File: src/rtl/rel_cmp_pkg.sv
// Shared types, flag bit positions and the round-robin pick helper for rel_cmp_arbiter.
// Latency: n/a (declarations and a combinational function only).
// Backpressure: n/a.
package rel_cmp_pkg;

   typedef enum logic [1:0] {
      IDLE = 2'd0,
      CMP  = 2'd1,
      RESP = 2'd2
   } state_t;

   localparam int FLAG_EQ  = 5;
   localparam int FLAG_NEQ = 4;
   localparam int FLAG_GT  = 3;
   localparam int FLAG_LT  = 2;
   localparam int FLAG_GTE = 1;
   localparam int FLAG_LTE = 0;

   // First valid index scanning upward from ptr, wrapping mod n (n <= 16).
   // The scan runs from the farthest offset down to offset 0 so that the
   // nearest valid requester is the last one assigned and therefore wins.
   // With no valid bit set the result is ptr; callers gate on |valid.
   function automatic int rr_pick(input logic [15:0] valid, input int ptr, input int n);
      int result;
      int idx;
      result = ptr;
      for (int k = 15; k >= 0; k--) begin
         if (k < n) begin
            idx = (ptr + k) % n;
            if (valid[idx]) result = idx;
         end
      end
      return result;
   endfunction

endpackage

File: src/rtl/rel_cmp_core.sv
// Relational comparator: i_a, i_b -> o_flags {eq,neq,gt,lt,gte,lte}; purely combinational.
// Latency: 0 cycles.  Backpressure: none, no handshake.
// Ports: i_a, i_b [WIDTH-1:0] operands; o_flags [5:0] result. Macro REL_CMP_SIGNED_EN selects a signed compare.
module rel_cmp_core
   import rel_cmp_pkg::*;
#(
   parameter int WIDTH = 4
) (
   input  logic [WIDTH-1:0] i_a,
   input  logic [WIDTH-1:0] i_b,
   output logic [5:0]       o_flags
);

   logic w_eq;
   logic w_gt;
   logic w_lt;

   assign w_eq = (i_a == i_b);

`ifdef REL_CMP_SIGNED_EN
   // Operands are WIDTH-bit two's complement values.
   assign w_gt = ($signed(i_a) > $signed(i_b));
   assign w_lt = ($signed(i_a) < $signed(i_b));
`else
   assign w_gt = (i_a > i_b);
   assign w_lt = (i_a < i_b);
`endif

   always_comb begin
      o_flags           = '0;
      o_flags[FLAG_EQ]  = w_eq;
      o_flags[FLAG_NEQ] = ~w_eq;
      o_flags[FLAG_GT]  = w_gt;
      o_flags[FLAG_LT]  = w_lt;
      o_flags[FLAG_GTE] = w_gt | w_eq;
      o_flags[FLAG_LTE] = w_lt | w_eq;
   end

endmodule

File: src/rtl/rel_cmp_arbiter.sv
// Round-robin shares one rel_cmp_core among NUM_REQ requesters and returns id-tagged compare flags.
// Latency: handshake in cycle N -> rsp_valid in cycle N+2; at most one compare in flight (1 per 3 cycles best case).
// Backpressure: response held stable while rsp_valid & !rsp_ready; req_ready stays 0 whenever busy.
// Ports: clk, rst_n (sync, active-low); req_valid/req_ready/req_a/req_b per requester; rsp_valid/rsp_ready/rsp_id/rsp_flags.
// Macro REL_CMP_SIGNED_EN (in rel_cmp_core) switches to a signed compare.
module rel_cmp_arbiter
   import rel_cmp_pkg::*;
#(
   parameter  int NUM_REQ = 4,
   parameter  int WIDTH   = 4,
   localparam int IDW     = $clog2(NUM_REQ)
) (
   input  logic                     clk,
   input  logic                     rst_n,
   input  logic [NUM_REQ-1:0]       req_valid,
   output logic [NUM_REQ-1:0]       req_ready,
   input  logic [NUM_REQ*WIDTH-1:0] req_a,
   input  logic [NUM_REQ*WIDTH-1:0] req_b,
   output logic                     rsp_valid,
   input  logic                     rsp_ready,
   output logic [IDW-1:0]           rsp_id,
   output logic [5:0]               rsp_flags
);

   state_t           r_state;
   logic [IDW-1:0]   r_rr_ptr;
   logic [WIDTH-1:0] r_op_a;
   logic [WIDTH-1:0] r_op_b;
   logic [IDW-1:0]   r_op_id;
   logic             r_rsp_valid;
   logic [IDW-1:0]   r_rsp_id;
   logic [5:0]       r_rsp_flags;

   logic [IDW-1:0]     w_g;
   logic [NUM_REQ-1:0] w_onehot;
   logic               w_hs;
   logic [5:0]         w_flags;
   logic [IDW-1:0]     w_ptr_nxt;

   assign w_g      = IDW'(rr_pick(16'(req_valid), int'(r_rr_ptr), NUM_REQ));
   assign w_onehot = {{(NUM_REQ-1){1'b0}}, 1'b1} << w_g;

   // Grant only while idle and out of reset; one-hot by construction.
   assign req_ready = (rst_n && (r_state == IDLE) && (|req_valid)) ? w_onehot : '0;
   assign w_hs      = |(req_valid & req_ready);

   // Pointer moves just past the requester being served.
   assign w_ptr_nxt = (r_op_id == IDW'(NUM_REQ - 1)) ? '0 : r_op_id + IDW'(1);

   rel_cmp_core #(.WIDTH(WIDTH)) u_core (
      .i_a     (r_op_a),
      .i_b     (r_op_b),
      .o_flags (w_flags)
   );

   always_ff @(posedge clk) begin
      if (!rst_n) begin
         r_state     <= IDLE;
         r_rr_ptr    <= '0;
         r_op_a      <= '0;
         r_op_b      <= '0;
         r_op_id     <= '0;
         r_rsp_valid <= 1'b0;
         r_rsp_id    <= '0;
         r_rsp_flags <= '0;
      end else begin
         case (r_state)
            IDLE: begin
               if (w_hs) begin
                  r_op_a  <= req_a[w_g*WIDTH +: WIDTH];
                  r_op_b  <= req_b[w_g*WIDTH +: WIDTH];
                  r_op_id <= w_g;
                  r_state <= CMP;
               end
            end
            CMP: begin
               r_rsp_flags <= w_flags;
               r_rsp_id    <= r_op_id;
               r_rsp_valid <= 1'b1;
               r_state     <= RESP;
            end
            RESP: begin
               if (rsp_ready) begin
                  r_rsp_valid <= 1'b0;
                  r_rr_ptr    <= w_ptr_nxt;
                  r_state     <= IDLE;
               end
            end
            default: r_state <= IDLE;
         endcase
      end
   end

   assign rsp_valid = r_rsp_valid;
   assign rsp_id    = r_rsp_id;
   assign rsp_flags = r_rsp_flags;

endmodule
File: config.mk
export PLATFORM = sky130hd
export DESIGN_NAME = rel_cmp_arbiter
export DESIGN_NICKNAME = d
export VERILOG_FILES = /design/src/rtl/rel_cmp_pkg.sv /design/src/rtl/rel_cmp_core.sv /design/src/rtl/rel_cmp_arbiter.sv
export SDC_FILE = /design/constraint.sdc
export NUM_CORES = 1
export LEC_CHECK = 0
export ABC_CLOCK_PERIOD_IN_PS = 5000
export BUFFER_PORTS_ARGS = -buffer_cell sky130_fd_sc_hd__buf_2
export CORE_MARGIN = 3
export CORE_UTILIZATION = 50
export CTS_CLUSTER_SIZE = 12
export DETAILED_ROUTE_END_ITERATION = 10
export GPL_TIMING_DRIVEN = 0
export PLACE_DENSITY = 0.83
export SLEW_MARGIN = 20
export SYNTH_ARGS = -nofsm -noshare
export SYNTH_HDL_FRONTEND = slang
export SYNTH_SLANG_ARGS = --single-unit
File: constraint.sdc
create_clock -name clk -period 5 [get_ports clk]
set_input_delay 0.75 -clock clk [delete_from_list [all_inputs] [get_ports clk]]
set_output_delay 0.75 -clock clk [all_outputs]
set_load 0.01 [all_outputs]
==> qor.log <==
[clocking] clock-pin slew of the registers on the worst-case setup and hold paths 0.12 ns
[synth] ys async rst share 0
[timing] share of the clock period used by the worst path after layout 0.586
[synth] Area contributors post-synth sky130_fd_sc_hd__dfxtp_1 (37%), sky130_fd_sc_hd__mux2i_1 (14%), sky130_fd_sc_hd__o221ai_1 (5.7%)
[detailed_routing] WL per Instance 13.2 um
[worst_setup_path] required time reported for the critical path endpoint 4.25 ns
[timing] setup clock skew after layout 0.00286 ns
[clocking] count of cells resized by post-cts repair 0
[timing] worst slew slack as a fraction of its limit 0.695
[die] height of the chip 55.6 um
[clocking] clock latency on the worst-skew pair 0.31 ns
[clocking] count of hold buffers inserted by post-cts repair 0
[outcome] result of the run completed
[finish] footprint of the multi-input gates 706 um^2
[detailed_routing] DRC violations left 0
[pwr] PD cells 275 nW/um^2
[synth] share of the synthesized area in the top cell type 0.374
[clocking] CTS Buf Count 3
[detailed_routing] wire length after detailed routing 2.91 mm
[clocking] TritonCTS clock tree done
[worst_setup_path] CP Buf/Inv Count 4
[worst_setup_path] slack of the worst reg-to-reg path 3.16 ns
[synth] library cells used by synthesis 31
[timing] crit path time final 2.93 ns
[detailed_routing] starting DRC count in detailed routing 15
[clocking] clock sink total 23
[timing] transition at the pin with the smallest max-transition slack 0.457 ns
[grt] total congestion overflow after global routing 0
[finish] count of fill cells added during filler insertion 190
[timing] setup_tns 0 ns
[timing] final count of pins violating max slew 0
[synth] register area share after synthesis 0.374
[timing] maximum clock rate 341 MHz
[synth] leading area contributor after synthesis sky130_fd_sc_hd__dfxtp_1
[worst_setup_path] Critical Path Most Common Cell sky130_fd_sc_hd__buf_2
[clocking] CTS Root Cell sky130_fd_sc_hd__clkbuf_4
[finish] # diodes 0
[synth] flip-flop cell with the highest count after synthesis sky130_fd_sc_hd__dfxtp_1
[clocking] post-CTS setup buffer count 0
[timing] final hold vios 0
[timing] final setup violation count 0
[clocking] CTS H-tree depth 1
[die] area inside the core boundary 2280 um^2
[synth] number of warnings printed during yosys synthesis 0
[worst_setup_path] cells traversed along the worst timing path buf_2 -> nor4_1 -> or4_1 -> inv_1 -> nand2b_1 -> clkbuf_1 -> nor3_1 -> buf_2
[worst_setup_path] kind of start point of the critical path input pin
[die] initial standard-cell utilization of the core 0.541
[job] count of maximum capacitance violations 0
[placed_design] post-detail-place hpwl 2.38 mm
[pwr] Max rail drop VDD 0.246 mV
[synth] Post-Syn Area 1230 um^2
[synth] Synth Net Count 181
[placed_design] count of port buffers added during placement 51
[worst_hold_path] worst hold-check path type flip-flop to flip-flop
[detailed_routing] detailed-route vias per instance 5.47
[finish] commonest non-fill, non-tap cell in the layout sky130_fd_sc_hd__buf_2
[grt] initial antenna violation count 0
[grt] pin count of the biggest net entering global routing 13
[grt] number of global-route vias before repair 1,138
[grt] global-route wire length before repair 4.73 mm
[worst_setup_path] Critical Path End Type output pin
[detailed_routing] count of TritonRoute iterations in the first routing pass 4
[die] top-level port count 52
[finish] proportion of layout cells with a drive suffix above 1 0.318
[synth] number of enable flip-flop cells after synthesis 0
[finish] area added between synthesis and finish 25.7%
[worst_setup_path] data arrival time of the critical path 2.18 ns
[worst_setup_path] critical path type input pin to output pin
[synth] number of instances in the synthesized netlist 137
[finish] most used cells in the layout excluding fill and tap cells sky130_fd_sc_hd__buf_2 (51), sky130_fd_sc_hd__dfxtp_1 (23), sky130_fd_sc_hd__mux2i_1 (17)
[die] die footprint 3090 um^2
[synth] average footprint of a synthesized cell 8.99 um^2
[worst_setup_path] cell with the biggest individual delay on the critical path sky130_fd_sc_hd__clkbuf_1
[synth] count of state elements after synthesis 23
[timing] RSZ-0062 raised after global routing no
[die] row count 17
[timing] Hold Worst Slack 0.458 ns
[worst_setup_path] biggest fanout along the worst timing path 10
[grt] overall fraction of global-route tracks in use 0.190
[pwr] static power due to leakage 0.793 nW
[detailed_routing] number of vias after detailed routing 1,203
[placed_design] weighted congestion at the end of routability-driven global placement 0.780
[finish] total area of sequential cells 460 um^2
[worst_setup_path] gate family responsible for the most delay along the worst path buffers and inverters
[die] Chip Width 55.6 um
[finish] number of nets in the finished design 237
[detailed_routing] number of nets still failing antenna checks after routing 0
[worst_setup_path] slowest stage delay, CP 0.38 ns
[clocking] number of buffers between clock root and the deepest sink 2
[worst paths after layout]
check	from	end	depth (start not counted)
max reg2reg	r_rr_ptr[1]$_SDFFE_PN0P_	r_op_b[0]$_SDFFE_PN0P_	6
max	req_valid[3]	req_ready[1]	8
min reg2reg	rsp_id[1]$_SDFFE_PN0P_	rsp_id[1]$_SDFFE_PN0P_	2
min	rsp_id[1]$_SDFFE_PN0P_	rsp_id[1]$_SDFFE_PN0P_	2
[layer usage]
layer	wire, um	GRT usage
met1	1090	0.190
met5	0	0
met4	29	0.0521
met3	167	0.0487
met2	1620	0.377
[sequential cells by signal, indices dropped and copies added, names as in the netlist]
register / count
rsp_valid: 1
rsp_id: 2
rsp_flags: 6
r_state: 2
r_rr_ptr: 2
r_op_a: 4
r_op_id: 2
r_op_b: 4
[cells by family (layout without fill, tap and decap cells)]
kind of cell | count (synthesis) | after routing | share of synthesized area
compound gates | 28 | 28 | 0.153
mux | 17 | 17 | 0.138
fa+ha+maj | 5 | 5 | 0.0508
buf+inv | 13 | 68 | 0.0529
flops | 23 | 23 | 0.374
simple gates | 51 | 51 | 0.231
[cell usage after synthesis (2+ instances only)]
master,count
sky130_fd_sc_hd__and2b_1,2
sky130_fd_sc_hd__o21a_1,2
sky130_fd_sc_hd__dfxtp_1,23
sky130_fd_sc_hd__ha_1,5
sky130_fd_sc_hd__nand2_1,11
sky130_fd_sc_hd__a211o_1,2
sky130_fd_sc_hd__nand3_1,8
sky130_fd_sc_hd__nor2_1,10
sky130_fd_sc_hd__a21oi_1,10
sky130_fd_sc_hd__clkbuf_1,5
sky130_fd_sc_hd__inv_1,7
sky130_fd_sc_hd__nor2b_1,2
sky130_fd_sc_hd__nor3_1,5
sky130_fd_sc_hd__nand2b_1,3
sky130_fd_sc_hd__o21ai_0,3
sky130_fd_sc_hd__mux2i_1,17
sky130_fd_sc_hd__o221ai_1,8
[tightest hold or removal path, delay by kind of cell, from the launching register on]
kind	cells	cell delay [ns]
AO/OA/AOI/OAI	1	0.05
flip-flops	1	0.33
AND/OR/NAND/NOR	1	0.05
[stage by stage]
stage	std cells	cell area, um^2	power [mW]	setup WS, ns	utilization
after global routing	220	1550	0.456	1.91	0.680
after floorplan	137	1230	0.300	2.34	-
after CTS	220	1550	0.430	2.05	0.680
after detailed placement	216	1520	0.346	2.05	0.668
final	220	1550	0.426	2.07	0.680
after global placement	216	1520	0.339	2.10	0.668
[cell type report]
class,instances,area share
Tap cell,28,0.0226
Clock buffer,4,0.0170
Sequential cell,23,0.297
Buffer,6,0.0251
Timing Repair Buffer,51,0.165
Multi-Input combinational cell,101,0.456
Inverter,7,0.0170
[power breakdown]
part | switching, mW | internal, mW
sequential | 0.0121 | 0.205
combinational | 0.0657 | 0.0582
clock | 0.0540 | 0.0312
No activity file was read; power rests on OpenSTA's default activity.
